[src/rtl/ro_freq_meter.sv]
// Wishbone-readable ring-oscillator frequency meter: counts rising edges of one
// selected oscillator-mux output over a programmable window of wb_clk_i cycles.
module ro_freq_meter #(
  parameter int unsigned NUM_CH    = 5,
  parameter logic [31:0] BASE_ADDR = 32'h3000_0000,
  parameter logic [31:0] GATE_RST  = 32'd1024
) (
  input  logic              wb_clk_i,
  input  logic              wb_rst_i,
  input  logic              wbs_stb_i,
  input  logic              wbs_cyc_i,
  input  logic              wbs_we_i,
  input  logic [3:0]        wbs_sel_i,
  input  logic [31:0]       wbs_dat_i,
  input  logic [31:0]       wbs_adr_i,
  output logic              wbs_ack_o,
  output logic [31:0]       wbs_dat_o,
  input  logic [NUM_CH-1:0] ro_in,
  output logic              busy_o,
  output logic              done_o
);

  localparam int unsigned DW       = 32;
  localparam int unsigned SEL_W    = 3;
  localparam int unsigned PAD_W    = 8;
  localparam int unsigned ARM_W    = 3;
  localparam int unsigned ARM_CYC  = 3;
  localparam int unsigned REARM_CYC = 4;

  localparam logic [1:0] R_CTRL  = 2'd0;
  localparam logic [1:0] R_GATE  = 2'd1;
  localparam logic [1:0] R_COUNT = 2'd2;
  localparam logic [1:0] R_STAT  = 2'd3;

  typedef enum logic [1:0] {
    IDLE     = 2'd0,
    ARM      = 2'd1,
    COUNT_ST = 2'd2,
    DONE_ST  = 2'd3
  } state_e;

  state_e             state_q, state_d;
  logic               ack_q, ack_d;
  logic [DW-1:0]      rdat_q, rdat_d;
  logic               ctrl_cont_q, ctrl_cont_d;
  logic [SEL_W-1:0]   ctrl_sel_q, ctrl_sel_d;
  logic [DW-1:0]      gate_q, gate_d;
  logic [DW-1:0]      count_q, count_d;
  logic               st_done_q, st_done_d;
  logic               st_ovf_q, st_ovf_d;
  logic [SEL_W-1:0]   sel_w_q, sel_w_d;
  logic [DW-1:0]      gate_cnt_q, gate_cnt_d;
  logic [ARM_W-1:0]   arm_cnt_q, arm_cnt_d;
  logic [DW-1:0]      accum_q, accum_d;
  logic [2:0]         sync_q, sync_d;
  logic               busy_q, busy_d;
  logic               done_q, done_d;

  logic               hit_c, acc_c, wr_c, start_c, edge_c;
  logic [1:0]         reg_idx_c;
  logic [PAD_W-1:0]   ro_pad_c;
  logic [DW-1:0]      gate_eff_c;
  logic               unused_c;

  // Bus decode; writes commit in the ack cycle while the master still holds the bus
  assign hit_c      = (wbs_adr_i[31:4] == BASE_ADDR[31:4]);
  assign acc_c      = wbs_stb_i & wbs_cyc_i & hit_c & ~ack_q;
  assign wr_c       = wbs_stb_i & wbs_cyc_i & hit_c & ack_q & wbs_we_i;
  assign reg_idx_c  = wbs_adr_i[3:2];
  assign start_c    = wr_c & (reg_idx_c == R_CTRL) & wbs_sel_i[0] & wbs_dat_i[0];
  assign ro_pad_c   = PAD_W'(ro_in);
  assign edge_c     = sync_q[1] & ~sync_q[2];
  assign gate_eff_c = (gate_q == '0) ? DW'(1) : gate_q;
  assign unused_c   = ^wbs_adr_i[1:0];

  always_ff @(posedge wb_clk_i) begin
    if (wb_rst_i) begin
      state_q     <= IDLE;
      ack_q       <= 1'b0;
      rdat_q      <= '0;
      ctrl_cont_q <= 1'b0;
      ctrl_sel_q  <= '0;
      gate_q      <= GATE_RST;
      count_q     <= '0;
      st_done_q   <= 1'b0;
      st_ovf_q    <= 1'b0;
      sel_w_q     <= '0;
      gate_cnt_q  <= '0;
      arm_cnt_q   <= '0;
      accum_q     <= '0;
      sync_q      <= '0;
      busy_q      <= 1'b0;
      done_q      <= 1'b0;
    end else begin
      state_q     <= state_d;
      ack_q       <= ack_d;
      rdat_q      <= rdat_d;
      ctrl_cont_q <= ctrl_cont_d;
      ctrl_sel_q  <= ctrl_sel_d;
      gate_q      <= gate_d;
      count_q     <= count_d;
      st_done_q   <= st_done_d;
      st_ovf_q    <= st_ovf_d;
      sel_w_q     <= sel_w_d;
      gate_cnt_q  <= gate_cnt_d;
      arm_cnt_q   <= arm_cnt_d;
      accum_q     <= accum_d;
      sync_q      <= sync_d;
      busy_q      <= busy_d;
      done_q      <= done_d;
    end
  end

  always_comb begin
    state_d     = state_q;
    ack_d       = acc_c;
    rdat_d      = '0;
    ctrl_cont_d = ctrl_cont_q;
    ctrl_sel_d  = ctrl_sel_q;
    gate_d      = gate_q;
    count_d     = count_q;
    st_done_d   = st_done_q;
    st_ovf_d    = st_ovf_q;
    sel_w_d     = sel_w_q;
    gate_cnt_d  = gate_cnt_q;
    arm_cnt_d   = arm_cnt_q;
    accum_d     = accum_q;
    sync_d      = {sync_q[1:0], ro_pad_c[sel_w_q]};

    if (acc_c && !wbs_we_i) begin
      case (reg_idx_c)
        R_CTRL:  rdat_d = DW'({ctrl_sel_q, 2'b00, ctrl_cont_q, 1'b0});
        R_GATE:  rdat_d = gate_q;
        R_COUNT: rdat_d = count_q;
        default: rdat_d = DW'({st_ovf_q, st_done_q, busy_q});
      endcase
    end

    if (wr_c) begin
      case (reg_idx_c)
        R_CTRL: begin
          if (wbs_sel_i[0]) begin
            ctrl_cont_d = wbs_dat_i[1];
            ctrl_sel_d  = wbs_dat_i[6:4];
          end
        end
        R_GATE: begin
          for (int b = 0; b < 4; b++) begin
            if (wbs_sel_i[b]) gate_d[8*b +: 8] = wbs_dat_i[8*b +: 8];
          end
        end
        R_STAT: begin
          if (wbs_sel_i[0] && wbs_dat_i[1]) st_done_d = 1'b0;
          if (wbs_sel_i[0] && wbs_dat_i[2]) st_ovf_d  = 1'b0;
        end
        default: ;
      endcase
    end

    case (state_q)
      IDLE: begin
        if (start_c) begin
          sel_w_d    = ctrl_sel_d;
          gate_cnt_d = gate_eff_c;
          arm_cnt_d  = ARM_W'(ARM_CYC);
          st_ovf_d   = 1'b0;
          accum_d    = '0;
          state_d    = ARM;
        end
      end
      ARM: begin
        if (arm_cnt_q <= ARM_W'(1)) state_d = COUNT_ST;
        else                        arm_cnt_d = arm_cnt_q - ARM_W'(1);
      end
      COUNT_ST: begin
        if (edge_c) begin
          if (accum_q == '1) st_ovf_d = 1'b1;
          else               accum_d  = accum_q + DW'(1);
        end
        if (gate_cnt_q <= DW'(1)) state_d = DONE_ST;
        else                      gate_cnt_d = gate_cnt_q - DW'(1);
      end
      DONE_ST: begin
        count_d   = accum_q;
        st_done_d = 1'b1;
        accum_d   = '0;
        if (ctrl_cont_q) begin
          // Re-arm holds one extra cycle so the freshly switched mux settles before the flush
          sel_w_d    = ctrl_sel_d;
          gate_cnt_d = gate_eff_c;
          arm_cnt_d  = ARM_W'(REARM_CYC);
          state_d    = ARM;
        end else begin
          state_d = IDLE;
        end
      end
      default: state_d = IDLE;
    endcase

    busy_d = (state_d != IDLE);
    done_d = (state_d == DONE_ST);
  end

  assign wbs_ack_o = ack_q;
  assign wbs_dat_o = rdat_q;
  assign busy_o    = busy_q;
  assign done_o    = done_q;

endmodule

[config.mk]
export PLATFORM = sky130hd
export DESIGN_NAME = ro_freq_meter
export DESIGN_NICKNAME = d
export VERILOG_FILES = /design/src/rtl/ro_freq_meter.sv
export SDC_FILE = /design/constraint.sdc
export NUM_CORES = 1
export LEC_CHECK = 0
export ABC_AREA = 1
export CAP_MARGIN = 20
export CORE_UTILIZATION = 25
export DETAILED_ROUTE_END_ITERATION = 8
export SYNTH_ARGS = -nofsm -noshare
export SYNTH_HDL_FRONTEND = slang
export SYNTH_SLANG_ARGS = --single-unit
[constraint.sdc]
create_clock -name wb_clk_i -period 3.5 [get_ports wb_clk_i]
set_input_delay 1.05 -clock wb_clk_i [delete_from_list [all_inputs] [get_ports wb_clk_i]]
set_output_delay 1.05 -clock wb_clk_i [all_outputs]
set_load 0.01 [all_outputs]
==> results of run 1 <==
## power groups by stage
stage / sequential, uW / clock, uW / combinational [uW]
after floorplan: 2200 / 0 / 877
after global placement: 2210 / 0 / 1230
after detailed placement: 2220 / 0 / 1250
after CTS: 2170 / 2080 / 1250
after global routing: 2180 / 2160 / 1420
final: 2170 / 2050 / 1260
## path summary, 6_finish.rpt
kind | end | slack (ns)
setup / recovery | gate_cnt_q[30] | 0.79
hold reg to reg | sync_q[1] | 0.41
hold / removal | sync_q[1] | 0.41
setup reg to reg | gate_cnt_q[30] | 0.79
## per-layer routing
metal | track usage, % | wire length [um]
met5 | 0 | 0
met4 | 6.23 | 838
met3 | 2.25 | 1200
met2 | 26.9 | 14500
met1 | 19.0 | 12800
## layout make-up
class | count | area share (%)
repair buffers | 129 | 10.7
inverters | 141 | 4.51
diodes | 1 | 0.0213
clock inverters | 13 | 1.44
multi-input cells | 1102 | 43.4
well taps | 511 | 5.45
clock buffers | 19 | 3.86
flip-flops and latches | 180 | 30.7
## kinds of logic (layout without fill, tap and decap cells)
| family | Yosys count | count (layout) | share of synthesized area [%] |
|---|---|---|---|
| muxes | 2 | 2 | 0.210 |
| adders and majority gates | 5 | 5 | 0.657 |
| DFF | 180 | 180 | 37.8 |
| xor gates and xnor gates | 26 | 26 | 2.39 |
| and+or+nand+nor | 850 | 850 | 37.6 |
| AOI/OAI and AO/OA | 219 | 219 | 12.6 |
| buffers and inverters | 203 | 302 | 8.76 |
| other | 0 | 1 | 0 |
## stage by stage
step | hold WS [ns] | instances
after floorplan | 0.388 | 1485
after global placement | 0.397 | 2063
after detailed placement | 0.403 | 2063
after CTS | 0.415 | 2095
after global routing | 0.454 | 2096
final | 0.412 | 2096
## registers in the layout, summed over array words and instances (netlist names)
register     count
arm_cnt_q        3
gate_q          32
state_q          2
st_done_q        1
sync_q           3
busy_o           1
sel_w_q          3
st_ovf_q         1
wbs_dat_o       32
done_o           1
wbs_ack_o        1
count_q         32
accum_q         32
ctrl_sel_q       3
ctrl_cont_q      1
gate_cnt_q      32
## worst max-delay path, delay by kind of cell (launching register included)
kind | cells | cell delay [ns]
adders and majority gates | 1 | 0.31
and+or+nand+nor | 7 | 1.24
AOI/OAI and AO/OA | 1 | 0.21
buffers and inverters | 2 | 0.41
DFF | 1 | 0.42
## placed cells by master (no fill, tap or decap), types with 2 or more instances in the layout
| cell type | instances |
|---|---|
| a211oi_1 | 3 |
| a211oi_2 | 5 |
| a21oi_1 | 97 |
| a21oi_2 | 2 |
| a31oi_1 | 7 |
| buf_4 | 18 |
| bufinv_16 | 3 |
| clkbuf_16 | 17 |
| clkbuf_8 | 2 |
| clkdlybuf4s50_1 | 109 |
| clkinv_1 | 2 |
| clkinv_2 | 2 |
| clkinvlp_4 | 3 |
| dfxtp_1 | 180 |
| ha_1 | 5 |
| inv_1 | 131 |
| inv_2 | 8 |
| inv_6 | 3 |
| mux2i_1 | 2 |
| nand2_1 | 386 |
| nand2_2 | 2 |
| nand2_4 | 3 |
| nand3_1 | 85 |
| nand3_4 | 2 |
| nand4_1 | 25 |
| nor2_1 | 296 |
| nor2_2 | 8 |
| nor2_4 | 4 |
| nor3_1 | 31 |
| nor3_2 | 2 |
| o211ai_1 | 3 |
| o21ai_0 | 95 |
| xnor2_1 | 3 |
| xor2_1 | 23 |
==> flow_summary.json, run 1 <==
{
  "status": "finished, final reports clean",
  "worst_pin_slew_ns": 0.933,
  "path_max_fanout": 54,
  "power_density_mw_per_mm2": 467,
  "clkPwrFrac_pct": 37.4,
  "net-switching-power_uw": 1760,
  "rsz0062_at_grt": "false",
  "worst_slack_ns": 0.788,
  "syn-cell-area_mm2": 0.00952,
  "yosysTopAreaCell": "dfxtp_1",
  "crit_top_cell": "nor2_1",
  "fin_area_mm2": 0.0117,
  "cp-start-kind": "flip-flop",
  "r2r_cells": 11,
  "fin_total_pwr_uw": 5480,
  "overflow": 0,
  "utilization_pct": 31.2,
  "fillers": 4059,
  "yosysMostFrequentCell": "nand2_1",
  "rr_startpoint": "gate_cnt_q[0]",
  "max_freq_ghz": 0.369,
  "port_buffers": 110,
  "clock_skew_ns": 0.0115,
  "area_growth_syn_to_layout_pct": 23.2,
  "setup_violations": 0,
  "synth_edf_count": 0,
  "start_util_pct": 25.3,
  "vias": 9597,
  "swShare_pct": 32.1,
  "post-cts-setup-buffer-count": 0,
  "dp_slack_ns": 0.412,
  "max-vdd-ir-drop_v": 0.000312,
  "cts_sinks": 180,
  "maxCapViolations": 0,
  "io_pins": 113,
  "place_area_mm2": 0.0111,
  "viasPerCell": 4.58,
  "placementRows": 71,
  "dp_hpwl_mm": 21.8,
  "period_share_pct": 77.5,
  "hold_viol_final": 0,
  "cts_buffers": 17,
  "yosys-top-cells-count": "386 x nand2_1, 297 x nor2_1, 180 x dfxtp_1, 132 x inv_1, 97 x a21oi_1",
  "slew_viol_final": 0,
  "min_period_ns": 2.71,
  "ys_seq_area_share_pct": 37.8,
  "first_iter_violations": 653,
  "max_stage_delay_ns": 0.72,
  "criticalPathCategory": "flip-flop to flip-flop",
  "avgSynthCellArea_um2": 6.41,
  "synth_top_area_share_pct": 37.8,
  "crit_chain": "inv_1 > ha_1 > o21ai_0 > nor2_1 > nand3_1 > nor2_1 > nor2_1 > nand3_4 > buf_4 > nor2_1 > nor2_1",
  "min_from": "sync_q[0]",
  "setup_tns_ns": 0,
  "p_int_uw": 3720,
  "synth_cell_types": 44,
  "track_usage_pct": 15.4,
  "dieHeight_um": 197,
  "synthCells": 1485,
  "die_w_um": 197,
  "postCtsHoldBufs": 0,
  "seqPwrFrac_pct": 39.6,
  "grt_pass1_vias": 9162,
  "critPathCaptureType": "flip-flop",
  "pwr-share-comb_pct": 22.9,
  "netlist_top_cells_area": "dfxtp_1 38%, nand2_1 15%, nor2_1 12%, inv_1 5.2%, a21oi_1 5.1%",
  "p_leak_uw": 0.00462,
  "synthArstFlopShare_pct": 0,
  "slowest_stage": "nor2_1",
  "clkTransAtPathRegs_ns": 0.07,
  "cts_tree": "yes",
  "dieArea_mm2": 0.0389,
  "place_congestion": 0.954,
  "drive_above_1_share_pct": 6.00,
  "startpoint": "gate_cnt_q[0]",
  "grt_pass1_wl_mm": 47.6,
  "core_mm2": 0.0376,
  "wl_mm": 29.4,
  "clockRootBuffer": "clkbuf_16",
  "yosys_warnings": 0,
  "synth_seq_cells": 180,
  "syn_nets": 1568,
  "routedWlPerCell_um": 14.0,
  "synth_ff_type": "dfxtp_1",
  "slew_headroom_pct": 37.6,
  "cts-resized-gates": 0,
  "grt_start_max_net_pins": 63,
  "required_ns": 3.84,
  "multi_input_area_mm2": 0.00509,
  "hold_depth": 2,
  "min_path_type": "flip-flop to flip-flop",
  "seq_area_mm2": 0.00360,
  "layout.nets": 1654,
  "firstDrtPassIters": 6,
  "cts.path.max_buffers": 2,
  "h-tree-depth": 4,
  "clk_latency_ns": 0.45,
  "drc": 0,
  "arrival_ns": 3.05,
  "antenna_found_initial": 2,
  "ant_nets": 0
}
Power figures use the tool's default switching activity.
==> run 2: changes to the inputs <==
==> constraint.sdc (replaced) <==
create_clock -name wb_clk_i -period 2.65 [get_ports wb_clk_i]
set_input_delay 0.795 -clock wb_clk_i [delete_from_list [all_inputs] [get_ports wb_clk_i]]
set_output_delay 0.795 -clock wb_clk_i [all_outputs]
set_load 0.01 [all_outputs]
==> run 2 against run 1 <==
Register-to-register slack lost 0.30 ns. Setup slack got worse by 0.43 ns. Cell area grew 1.9%. Sequential power grew 32%. Combinational power grew 37%. Power increased by 30%. Critical endpoint is now wbs_dat_o[18]. Highest routed layer unchanged.
==> flow_summary.json, run 2 (synthesis gave the netlist of run 1 again) <==
{
  "vias": 9773,
  "whs_endpoint": "sync_q[1]",
  "hold_depth": 2,
  "area_growth_syn_to_layout_pct": 25.6,
  "fin_cells": 2118,
  "p_leak_uw": 0.00475,
  "setup_violations": 0,
  "dp_hpwl_mm": 22.6,
  "dieArea_mm2": 0.0389,
  "rrSetupSlack_ns": 0.49,
  "max-vdd-ir-drop_v": 0.000290,
  "slew_headroom_pct": 58.3,
  "postCtsHoldBufs": 0,
  "track_usage_pct": 15.7,
  "rr_startpoint": "accum_q[1]",
  "firstDrtPassIters": 5,
  "io_pins": 113,
  "clockRootBuffer": "clkbuf_16",
  "cts_buffers": 17,
  "net-switching-power_uw": 2470,
  "grt_pass1_wl_mm": 48.6,
  "overflow": 0,
  "status": "finished, final reports clean",
  "ant_nets": 0,
  "place_area_mm2": 0.0114,
  "mostFrequentLayoutCells": "386 x nand2_1, 296 x nor2_1, 180 x dfxtp_1, 131 x inv_1, 109 x clkdlybuf4s50_1",
  "final_common_cell": "nand2_1",
  "critPathCaptureType": "flip-flop",
  "min_path_type": "flip-flop to flip-flop",
  "placementRows": 71,
  "first_iter_violations": 650,
  "clkPwrFrac_pct": 35.7,
  "cts_tree": "yes",
  "core_mm2": 0.0376,
  "period_share_pct": 86.3,
  "layout.nets": 1677,
  "r2r_cells": 10,
  "r2r_end": "accum_q[18]",
  "rsz0062_at_grt": "false",
  "p_int_uw": 4660,
  "place_congestion": 0.908,
  "cts_sinks": 180,
  "arrival_ns": 2.62,
  "min_from": "sync_q[0]",
  "pwr-share-comb_pct": 24.1,
  "h-tree-depth": 4,
  "seqPwrFrac_pct": 40.2,
  "start_util_pct": 25.3,
  "hold_viol_final": 0,
  "clock_skew_ns": 0.0119,
  "hold_slack_ns": 0.412,
  "dieHeight_um": 197,
  "antennaDiodeCount": 0,
  "grt_start_max_net_pins": 80,
  "post-cts-setup-buffer-count": 0,
  "routedWlPerCell_um": 14.1,
  "antenna_found_initial": 0,
  "drc": 0,
  "required_ns": 2.98,
  "path_max_fanout": 23,
  "fin_area_mm2": 0.0120,
  "power_density_mw_per_mm2": 596,
  "clkTransAtPathRegs_ns": 0.08,
  "criticalPathCategory": "input port to flip-flop",
  "cts-resized-gates": 0,
  "cp-start-kind": "input port",
  "die_w_um": 197,
  "swShare_pct": 34.6,
  "viasPerCell": 4.61,
  "maxCapViolations": 0,
  "max_freq_ghz": 0.437,
  "grt_pass1_vias": 9374,
  "post-place-cells": 2086,
  "drive_above_1_share_pct": 7.28,
  "clk_latency_ns": 0.44,
  "port_buffers": 110,
  "slew_viol_final": 0,
  "cts.path.max_buffers": 2,
  "wl_mm": 29.9,
  "worst_pin_slew_ns": 0.624,
  "min_period_ns": 2.29,
  "utilization_pct": 31.8
}
## run 2: changes by cell type in the layout (fill, tap and decap cells not counted), moves of 3 or more
cell        previous run  this run
clkinv_4               1         4
bufinv_16              3         0
buf_4                 18        34
clkinvlp_4             3         0
clkinv_8               0         4
buf_12                 1         8
## run 2: cell type report
class | count | area (um2)
clock inverters | 14 | 160
multi-input cells | 1102 | 5090
fillers | 4077 | 25600
well taps | 511 | 639
flip-flops and latches | 180 | 3600
repair buffers | 152 | 1510
clock buffers | 18 | 429
inverters | 141 | 529
## run 2: worst max-delay path, stage by stage
cell             delay, ns
clkdlybuf4s50_1       0.43
nor2_1                0.12
nand2_1               0.06
nor2_1                0.09
nand2_1               0.09
buf_4                 0.15
nor4_2                0.25
nand2_1               0.15
buf_12                0.18
a21oi_1               0.29
## run 2: power groups by stage
stage	Sequential (uW)	Clock [uW]	Combinational [uW]
floorplan	2900	0	1160
finish	2870	2550	1720
global route	2880	2710	1930
global placement	2930	0	1670
detailed placement	2930	0	1690
CTS	2860	2590	1700
## run 2: through the flow
stage          power (uW)  setup slack [ns]  setup TNS, ns
2_1_floorplan        4060             0.552              0
3_3_place_gp         4600           -0.0493         -0.944
3_5_place_dp         4610           -0.0971          -2.48
4_1_cts              7160             0.362              0
5_1_grt              7510             0.135              0
6_report             7130             0.363              0
## run 2: per-layer routing
layer / share of wire [%] / vias up / global-route usage [%]
li1: - / 4944 / -
met1: 44 / 4524 / 19.1
met2: 49 / 257 / 27.9
met3: 4.2 / 48 / 2.44
met4: 2.6 / 0 / 5.05
met5: 0 / - / 0
## run 2: worst max path at each step
stage	end	depth (start not counted)	from	slack, ns
floorplan	gate_q[11]	12	wbs_adr_i[15]	0.55
global placement	gate_q[31]	12	wbs_adr_i[29]	-0.05
detailed placement	wbs_dat_o[18]	10	wbs_adr_i[13]	-0.1
CTS	wbs_dat_o[18]	10	wbs_adr_i[13]	0.36
global route	sel_w_q[2]	12	wbs_adr_i[29]	0.13
finish	wbs_dat_o[18]	10	wbs_adr_i[15]	0.36
==> run 3: changes to the inputs <==
--- a/config.mk
+++ b/config.mk
@@ -7,8 +7,10 @@
 export LEC_CHECK = 0
 export ABC_AREA = 1
 export CAP_MARGIN = 20
-export CORE_UTILIZATION = 25
+export CORE_UTILIZATION = 55
 export DETAILED_ROUTE_END_ITERATION = 8
+export DONT_BUFFER_PORTS = 1
+export PLACE_DENSITY = 0.7
 export SYNTH_ARGS = -nofsm -noshare
 export SYNTH_HDL_FRONTEND = slang
 export SYNTH_SLANG_ARGS = --single-unit
==> run 3 against run 2 <==
Cell area decreased by 14%. Via count down 6.4%. Die area shrank 54%. Count of clock-buffer cells in the layout unchanged. Critical path type is now flip-flop to flip-flop. Largest cell class unchanged. Largest power group unchanged.
==> flow_summary.json, run 3 (synthesis gave the netlist of run 1 again) <==
{
  "power_density_mw_per_mm2": 667,
  "area_growth_syn_to_layout_pct": 7.69,
  "path_max_fanout": 54,
  "crit_chain": "inv_1 > ha_1 > o21ai_0 > nor2_1 > nand3_1 > nor2_1 > nor2_1 > nand3_4 > buf_4 > nand2_1 > nand2_1 > nor2_1",
  "setup_tns_ns": 0,
  "cp_top_family": "simple AND/OR/NAND/NOR gates",
  "grt_pass1_vias": 8432,
  "viasPerCell": 5.40,
  "required_ns": 2.98,
  "utilization_pct": 61.2,
  "cts_sinks": 180,
  "status": "finished, final reports clean",
  "max-vdd-ir-drop_v": 0.000509,
  "h-tree-depth": 4,
  "mostFrequentLayoutCells": "386 x nand2_1, 296 x nor2_1, 180 x dfxtp_1, 131 x inv_1, 97 x a21oi_1",
  "cts-resized-gates": 0,
  "routedWlPerCell_um": 15.1,
  "setup_violations": 0,
  "period_share_pct": 88.3,
  "io_pins": 113,
  "clock_skew_ns": 0.00610,
  "dieHeight_um": 134,
  "drive_above_1_share_pct": 6.50,
  "final_common_cell": "nand2_1",
  "max_stage_delay_ns": 0.47,
  "clk_latency_ns": 0.44,
  "cts_buffers": 17,
  "ant_nets": 0,
  "core_mm2": 0.0168,
  "track_usage_pct": 29.8,
  "antenna_found_initial": 0,
  "slowest_stage": "buf_4",
  "antennaDiodeCount": 0,
  "worst_pin_slew_ns": 0.673,
  "grt_start_max_net_pins": 62,
  "crit_top_cell": "nor2_1",
  "layout.nets": 1548,
  "firstDrtPassIters": 5,
  "clkTransAtPathRegs_ns": 0.07,
  "hold_viol_final": 0,
  "path_buf_inv": 2,
  "critPathCaptureType": "flip-flop",
  "max_freq_ghz": 0.427,
  "min_path_type": "flip-flop to flip-flop",
  "p_leak_uw": 0.00420,
  "placementRows": 47,
  "cts.path.max_buffers": 2,
  "slew_viol_final": 0,
  "vias": 9150,
  "overflow": 0,
  "postCtsHoldBufs": 0,
  "clockRootBuffer": "clkbuf_16",
  "arrival_ns": 2.67,
  "port_buffers": 0,
  "cp-start-kind": "flip-flop",
  "maxCapViolations": 0,
  "slew_headroom_pct": 55.1,
  "cts_tree": "yes",
  "post-cts-setup-buffer-count": 0,
  "rsz0062_at_grt": "false",
  "start_util_pct": 56.8,
  "die_w_um": 134,
  "wl_mm": 25.7,
  "place_congestion": 0.969,
  "first_iter_violations": 932,
  "min_period_ns": 2.34,
  "dieArea_mm2": 0.0178,
  "criticalPathCategory": "flip-flop to flip-flop",
  "drc": 0,
  "dp_hpwl_mm": 18.6,
  "grt_pass1_wl_mm": 42.1
}
[run 3: where the power goes]
part	internal, uW	switching (uW)
Clock	1330	1130
Sequential	2790	78.8
Combinational	489	1020
[run 3: final timing paths]
check | start | depth (start not counted) | end | slack (ns)
max | gate_cnt_q[0] | 12 | gate_cnt_q[16] | 0.31
min | sync_q[0] | 2 | sync_q[1] | 0.41
max reg2reg | gate_cnt_q[0] | 12 | gate_cnt_q[16] | 0.31
min reg2reg | sync_q[0] | 2 | sync_q[1] | 0.41
[run 3: cell type report]
type / count / area, um2
multi-input cells: 1102 / 5090
fillers: 1661 / 6500
clock inverters: 12 / 123
inverters: 141 / 529
repair buffers: 23 / 198
well taps: 220 / 275
flip-flops and latches: 180 / 3600
clock buffers: 18 / 439
[run 3: worst reg2reg max path: stages, from the launching register on]
cell     delay (ns)
dfxtp_1        0.37
inv_1          0.10
ha_1           0.33
o21ai_0        0.15
nor2_1         0.10
nand3_1        0.08
nor2_1         0.19
nor2_1         0.12
nand3_4        0.09
buf_4          0.47
nand2_1        0.13
nand2_1        0.08
nor2_1         0.03
[run 3: metal layers]
metal  routed length [um]  vias to the layer above  global-route usage (%)
met3                 1620                       56                    5.21
met5                    0                        -                       0
li1                     -                     4690                       -
met1                11500                     4097                    39.4
met4                  750                        0                    11.7
met2                11800                      307                    48.3
[run 3: per-stage QoR]
step | setup slack, ns | instances | hold WS, ns | cell area [um2] | total power (uW)
finish | 0.310 | 1696 | 0.407 | 10300 | 6840
global placement | 0.374 | 1666 | 0.400 | 9690 | 4400
floorplan | 0.552 | 1485 | 0.388 | 9520 | 4060
detailed placement | 0.330 | 1666 | 0.402 | 9690 | 4410
global route | 0.0198 | 1696 | 0.417 | 10300 | 7200
CTS | 0.316 | 1696 | 0.411 | 10300 | 6860
